==> config.mk <==
export PLATFORM = sky130hd
export DESIGN_NAME = fetch_ctrl
export DESIGN_NICKNAME = d
export VERILOG_FILES = /design/src/rtl/fetch_ctrl_pkg.sv /design/src/rtl/fetch_boot_cnt.sv /design/src/rtl/fetch_ctrl.sv
export SDC_FILE = /design/constraint.sdc
export NUM_CORES = 1
export LEC_CHECK = 0
export ABC_AREA = 0
export BUFFER_PORTS_ARGS = -buffer_cell sky130_fd_sc_hd__buf_4
export CAP_MARGIN = 20
export CELL_PAD_IN_SITES_DETAIL_PLACEMENT = 0
export CELL_PAD_IN_SITES_GLOBAL_PLACEMENT = 1
export CORE_UTILIZATION = 29
export CTS_CLUSTER_DIAMETER = 100
export DETAILED_ROUTE_END_ITERATION = 8
export PLACE_DENSITY = 0.84
export SYNTH_ARGS = -nofsm -noshare
export SYNTH_HDL_FRONTEND = slang
export SYNTH_SLANG_ARGS = --single-unit
==> constraint.sdc <==
create_clock -name CLK -period 2.8 [get_ports CLK]
set_input_delay 0.84 -clock CLK [delete_from_list [all_inputs] [get_ports CLK]]
set_output_delay 0.84 -clock CLK [all_outputs]
set_load 0.05 [all_outputs]
==> src/rtl/fetch_ctrl_pkg.sv <==
// Shared definitions for the instruction-fetch sequencer: state encodings,
// default fetch vectors and the boot counter width.
package fetch_ctrl_pkg;

  typedef enum logic [1:0] {
    ST_BOOT = 2'd0,
    ST_RUN  = 2'd1,
    ST_HALT = 2'd2,
    ST_EXC  = 2'd3
  } fetch_state_e;

  localparam logic [31:0] DEF_RESET_VEC = 32'h0000_0000;
  localparam logic [31:0] DEF_EXC_VEC   = 32'h0000_0080;
  localparam int          BOOT_CNT_W    = 8;

  // Instruction addresses are word aligned; any low bit set is a bad target.
  function automatic logic misaligned(input logic [31:0] addr);
    return addr[1:0] != 2'b00;
  endfunction

endpackage

==> src/rtl/fetch_boot_cnt.sv <==
// Boot-window counter: counts while enabled until it reaches LAST, then holds
// and raises done. Cleared asynchronously by the active-low reset.
module fetch_boot_cnt
  import fetch_ctrl_pkg::*;
#(
  parameter logic [BOOT_CNT_W-1:0] LAST = 8'd3
) (
  input  logic CLK,
  input  logic RST,
  input  logic en,
  output logic done
);

  logic [BOOT_CNT_W-1:0] count_q;

  // NOTE: clocked state uses non-blocking assignments so every register
  // samples the pre-edge values of the others, independent of block order.
  always_ff @(posedge CLK or negedge RST) begin
    if (!RST) begin
      count_q <= '0;
    end else if (en && !done) begin
      count_q <= count_q + 1'b1;
    end
  end

  assign done = (count_q == LAST);

endmodule

==> src/rtl/fetch_ctrl.sv <==
// Instruction-fetch sequencer: boot window, next-PC selection, redirect,
// stall, halt/resume and misaligned-target exception handling.
// Optional performance counters are built when FETCH_CTRL_PERF_EN is defined.
module fetch_ctrl
  import fetch_ctrl_pkg::*;
#(
  parameter logic [31:0] RESET_VEC   = DEF_RESET_VEC,
  parameter logic [31:0] EXC_VEC     = DEF_EXC_VEC,
  parameter int unsigned BOOT_CYCLES = 4
) (
  input  logic        CLK,
  input  logic        RST,
  input  logic [31:0] cur_pc,
  input  logic [31:0] seq_pc,
  input  logic        stall,
  input  logic        redir_req,
  input  logic [31:0] redir_pc,
  input  logic        halt_req,
  input  logic        resume,
  output logic [31:0] newPC,
  output logic        if_valid,
  output logic        flush,
  output logic        halted,
  output logic        exc_taken,
  output logic [31:0] bad_addr
`ifdef FETCH_CTRL_PERF_EN
  ,
  output logic [31:0] perf_fetch,
  output logic [31:0] perf_stall,
  output logic [31:0] perf_flush
`endif
);

  localparam logic [BOOT_CNT_W-1:0] BOOT_LAST = BOOT_CNT_W'(BOOT_CYCLES - 1);

  fetch_state_e state_q, state_d;
  logic         boot_done;
  logic         redir_bad;

  assign redir_bad = redir_req && misaligned(redir_pc);

  fetch_boot_cnt #(
    .LAST (BOOT_LAST)
  ) u_boot_cnt (
    .CLK  (CLK),
    .RST  (RST),
    .en   (state_q == ST_BOOT),
    .done (boot_done)
  );

  always_ff @(posedge CLK or negedge RST) begin
    if (!RST) begin
      state_q <= ST_BOOT;
    end else begin
      state_q <= state_d;
    end
  end

  // NOTE: every combinational output gets a default before the case so no
  // path leaves it unassigned, which would otherwise infer a latch.
  always_comb begin
    state_d = state_q;
    case (state_q)
      ST_BOOT: if (boot_done) state_d = ST_RUN;
      ST_RUN: begin
        if (redir_bad)                  state_d = ST_EXC;
        else if (!redir_req && halt_req) state_d = ST_HALT;
      end
      ST_EXC:  state_d = ST_RUN;
      ST_HALT: if (resume) state_d = ST_RUN;
      default: state_d = ST_BOOT;
    endcase
  end

  // Redirect outranks halt and stall: both come from instructions that the
  // redirect proves to be on the wrong path.
  always_comb begin
    newPC     = RESET_VEC;
    if_valid  = 1'b0;
    flush     = 1'b0;
    halted    = 1'b0;
    exc_taken = 1'b0;
    case (state_q)
      ST_BOOT: ;
      ST_RUN: begin
        if_valid = 1'b1;
        if (redir_bad) begin
          newPC = cur_pc;
          flush = 1'b1;
        end else if (redir_req) begin
          newPC = redir_pc;
          flush = 1'b1;
        end else if (halt_req) begin
          newPC = cur_pc;
          flush = 1'b1;
        end else if (stall) begin
          newPC = cur_pc;
        end else begin
          newPC = seq_pc;
        end
      end
      ST_EXC: begin
        newPC     = EXC_VEC;
        flush     = 1'b1;
        exc_taken = 1'b1;
      end
      ST_HALT: begin
        newPC  = cur_pc;
        halted = 1'b1;
      end
      default: ;
    endcase
  end

  always_ff @(posedge CLK or negedge RST) begin
    if (!RST) begin
      bad_addr <= '0;
    end else if (state_q == ST_RUN && redir_bad) begin
      bad_addr <= redir_pc;
    end
  end

`ifdef FETCH_CTRL_PERF_EN
  logic fetch_inc, stall_inc;

  assign fetch_inc = if_valid && !stall;
  assign stall_inc = (state_q == ST_RUN) && stall && !redir_req;

  // Counters stick at all-ones rather than wrapping.
  always_ff @(posedge CLK or negedge RST) begin
    if (!RST) begin
      perf_fetch <= '0;
      perf_stall <= '0;
      perf_flush <= '0;
    end else begin
      if (fetch_inc && perf_fetch != '1) perf_fetch <= perf_fetch + 1'b1;
      if (stall_inc && perf_stall != '1) perf_stall <= perf_stall + 1'b1;
      if (flush && perf_flush != '1)     perf_flush <= perf_flush + 1'b1;
    end
  end
`endif

endmodule

# Yosys cells after proc, flatten, opt, wreduce, memory -nomap -nowiden
# Cells that the tools add are included.
word_totals:
  word_cells: 37
  output_inout_bits: 68
  reg_bits: 42
  in_bits: 102
classes:
  eq_ne: 7
  n_addsub: 1
  reduce_logical: 9
  mux: 17
ops:
  columns: ["op", "count"]
  rows:
  - ["$mux 32", 4]
  - ["$pmux 32 s3", 1]
  - ["$add 8x1->8 const B", 1]
  - ["$eq 8x2->1 const B", 1]
  - ["$mux 2", 4]
  - ["$pmux 2 s4", 1]
  - ["$mux 1", 6]
  - ["$eq 2x2->1 const B", 2]
  - ["$logic_and 1x1->1", 4]
  - ["$ne 2x2->1 const B", 2]
  - ["$ne 3x3->1 const B", 1]
  - ["$reduce_and 3->1", 1]
  - ["$eq 2x1->1 const B", 1]
  - ["$logic_not 1->1", 2]
  - ["$logic_not 2->1", 1]
  - ["$pmux 1 s2", 1]
  - ["$reduce_bool 2->1", 1]

# Depth between registers and ports, before layout
logic_depth:
  depth_word: 5
  ltp_mapped: 6

# Modules after synthesis
# A second synthesis with hierarchy kept.
hier_totals:
  hier_cells: 230
  area_unflattened_um2: 2529.9
by_module_without_submodules:
  columns: ["module", "cells_per_inst", "instances", "seq_area_each_um2", "area_each_um2"]
  rows:
  - ["fetch_ctrl", 197, 1, 850.8, 2125.8]
  - ["fetch_boot_cnt", 33, 1, 200.2, 404.1]

# Worst setup path before layout
# Ideal clock, no wire load.
synth_path:
  path_kind: "input -> output"
  from: "in redir_req"
  to: "out newPC[10]"
  arrival_time_ps: 2507
  cell_stages: 5
  n_path_buf: 3
  slack_ps: -547
  cell_sequence: "buf_2 -> or3b_1 -> clkbuf_1 -> buf_2 -> o221ai_1"
synth_via:
  elab_chain_len: 3
  elab_cells_between_ends: 4
  cone_classes: "mux (3); reduce/logical (1)"
synth_rtl:
  columns: ["element", "line", "source"]
  rows:
  - ["from (decl)", "fetch_ctrl.sv:16", "input logic redir_req,"]
  - ["$mux 32 or $logic_and 1x1->1 (tied branches)", "fetch_ctrl.sv:90, fetch_ctrl.sv:40", null]
  - ["$mux 32 *", "fetch_ctrl.sv:87", "if (redir_bad) begin"]
  - ["$pmux 32 s3 *", "fetch_ctrl.sv:83", "case (state_q)"]
  - ["to (decl)", "fetch_ctrl.sv:20", "output logic [31:0] newPC,"]
# Mark *: on every way between the ends. The rest lies on a longest branch, timed or not.

# Final worst setup path
layout_path:
  from: "in stall"
  to: "out newPC[15]"
layout_via:
  elab_chain_len: 5
layout_rtl:
  columns: ["element", "line", "source"]
  rows:
  - ["from (decl)", "fetch_ctrl.sv:15", "input logic stall,"]
  - ["$mux 32", "fetch_ctrl.sv:96", "end else if (stall) begin"]
  - ["$mux 32", "fetch_ctrl.sv:93", "end else if (halt_req) begin"]
  - ["$mux 32", "fetch_ctrl.sv:90", "end else if (redir_req) begin"]
  - ["$mux 32", "fetch_ctrl.sv:87", null]
  - ["$pmux 32 s3", "fetch_ctrl.sv:83", null]
# No other way between the ends.

==> reports/qor.txt <==
Reg power frac = 18.5%
chip height = 101 microns
outcome = complete, but fails checks
share of cells above drive strength 1 = 69.0%
antenna-violating nets left = 0
setup violators final = 28
CP Max Fanout = 6
number of synthesized register bits = 42
DR vias/cell = 5.13
ranking of synthesized cells by area = dfrtp_1, mux2i_1, mux2_2, o221ai_1, nand2_1
PD cells = 1050 nW/um^2
switching pwr = 3100 uW
largest net degree at the start of global routing = 43
fillers = 791
Sw Ratio = 52.6%
CTS Root Cell = clkbuf_8
DR iter-0 viols = 53
Fmax = 0.345 GHz
wire length per cell = 17.3 microns
Yosys warnings = 0
total track usage = 19.6%
CP Launch Type = primary input
Yosys top cell by area = dfrtp_1
clock buffer depth = 2
Buffers on Ports = 169
cell count after synthesis = 260
worst path arrival time = 2.06 ns
Tcrit/Tclk final = 103%
Syn Nets = 363
CP Capture Type = primary output
fin. max-slew vios = 0
clk_skew = 0.00604 ns
CTS tree = yes
final hold vios = 0
unrepaired setup endpoints after global routing = yes
sequential cell area = 1050 sq um
Post-CTS Hold Buffers = 0
crit path time final = 2.90 ns
Syn-to-layout area delta = 97.0%
I/O Pins = 170
Slew headroom = 62.6%
wirelength, routed = 10000 microns
peak supply drop = 581 uV
nets@finish = 551
Diodes inserted = 0
final worst slack = -0.0977 ns
vias in the first global route = 3166
Initial Util = 30.3%
Worst-Margin Slew = 0.556 ns
DP HPWL = 7280 microns
final RePlAce weighted congestion = 0.773
first-pass GRT wire length = 15600 microns
DR vias = 2959
Combinational Power Share = 75.1%
synthesized area per cell = 10.9 sq um
Die Wd = 101 microns
drt first pass iters = 4
core area = 9370 sq um
H-Tree Depth = 2
clock network fraction of design power = 6.3%
area share of the largest cell type after synthesis = 37.0%
Seq/Total Area, Yosys = 37.0%
Yosys cell types = 46
FP Rows = 35
CP required = 1.96 ns
DR DRC count = 0
die area = 10200 sq um
GR Overflow Total = 0
Max Cap Viol = 0
cts bufs inserted = 5
worst skew pair latency = 0.29 ns
area of the multi-input gates = 2490 sq um
initial antenna violation count = 0
setup TNS = -1.61 ns
failing checks = setup timing
mapped cell area = 2840 sq um
static leakage = 0.00230 uW
WS Path Type = primary input to primary output
Pint = 2790 uW
clock sink count = 42
Final Util = 59.8%
Worst-path clk slew = 0.08 ns
Pwr Total = 5890 uW
Hold Crit Class = register to register
## per-layer routing
layer / global-route usage, % / routed length [microns] / vias up / part of all wire (%)
met5: 0 / 0 / - / 0
met4: 4.46 / 106 / 0 / 1.1
met3: 3.74 / 557 / 9 / 5.6
met2: 37.7 / 5400 / 106 / 54
met1: 22.2 / 3930 / 1449 / 39
li1: - / - / 1395 / -
## cell type report
class,count,share of cell area (%)
Multi-Input combinational cell,195,44.5
Timing Repair Buffer,201,32.2
Sequential cell,42,18.8
Tap cell,129,2.88
Clock buffer,7,1.36
Inverter,3,0.201
## logic make-up (layout without fill, tap and decap cells)
kind of cell	count (synthesis)	in the layout	synth area share, %
mux	85	85	31.4
buf+inv	23	211	4.45
xor+xnor	6	6	1.85
flops	42	42	37.0
compound gates	44	44	13.2
fa+ha+maj	1	1	0.440
simple gates	59	59	11.7
## synth_stat cells (all sizes together)
master and count:
o221ai 25, nand4 3, a21oi 1, nor2 6, and4b 3, mux2i 51, clkbuf 5, inv 2
and2 2, o2111ai 1, o32ai 1, buf 15, ha 1, xor2 1, nand3b 1, o211a 1
dfrtp 42, mux2 34, nor4b 1, a32o 2, o31ai 1, and3 1, o211ai 1, o2bb2ai 1
nor4bb 1, or3b 1, o31a 1, nor2b 1, o21ai 3, or3 1, a311o 3, xnor2 5
a311oi 1, nor3 2, or4b 1, nand2b 2, a221oi 1, nand2 29, nor3b 4, clkinv 1
a21boi 1
## path summary, 6_finish.rpt
kind | endpoint | slack [ns] | cells past startpoint | startpoint
setup / recovery | newPC[15] | -0.1 | 8 | stall
setup reg to reg | u_boot_cnt.count_q[1]$_DFFE_PN0P_ | 0.92 | 4 | state_q[0]$_DFFE_PN0P_
hold / removal | u_boot_cnt.count_q[7]$_DFFE_PN0P_ | 0.48 | 1 | u_boot_cnt.count_q[7]$_DFFE_PN0P_
max in group asynchronous | state_q[0]$_DFFE_PN0P_ | 1.86 | 1 | RST
min in group asynchronous | state_q[1]$_DFFE_PN0P_ | 0.54 | 1 | RST
hold reg to reg | u_boot_cnt.count_q[7]$_DFFE_PN0P_ | 0.48 | 1 | u_boot_cnt.count_q[7]$_DFFE_PN0P_
## placed cells by master, fill, tap and decap left out, types with 3 or more instances in the layout
cell,n
a311o_2,3
nand2_1,29
and4b_1,3
buf_12,8
nand4_1,3
o221ai_4,24
xnor2_1,5
clkbuf_8,5
buf_6,37
buf_4,153
nor2_1,3
mux2i_4,24
dfrtp_1,41
mux2_2,32
nor3b_2,3
mux2i_1,26
nor2_4,3
## registers in the layout, summed over array words and instances (netlist names)
register,count
state_q,2
u_boot_cnt.count_q,8
bad_addr,32
## through the flow
step	instance area (sq um)	worst slack, ns	hold WS [ns]	cells
2_1_floorplan	3370	-0.349	0.447	260
3_3_place_gp	4920	-0.208	0.471	563
3_5_place_dp	4920	-0.226	0.468	563
4_1_cts	5330	-0.123	0.484	575
5_1_grt	5600	-0.123	0.507	577
6_report	5600	-0.0977	0.483	577
## timing repair
item                       CTS  global route
pin swaps                   11            12
gates cloned                 2             1
buffers inserted             3             1
gates resized for setup     56            44
setup endpoints to repair   32            32
## power by group through the flow
| stage | Combinational, uW | Clock (uW) | Sequential (uW) |
|---|---|---|---|
| 2_1_floorplan | 2100 | 0 | 1890 |
| 3_3_place_gp | 4100 | 0 | 1080 |
| 3_5_place_dp | 4140 | 0 | 1100 |
| 4_1_cts | 4330 | 395 | 1090 |
| 5_1_grt | 4640 | 415 | 1140 |
| 6_report | 4420 | 373 | 1090 |
## worst max-delay path, stage by stage
cell       delay (ns)
buf_6            0.10
buf_6            0.11
nor2_4           0.13
buf_6            0.13
clkbuf_16        0.17
mux2i_2          0.26
o221ai_4         0.11
buf_4            0.20
No activity file was read; power rests on OpenSTA's default activity.
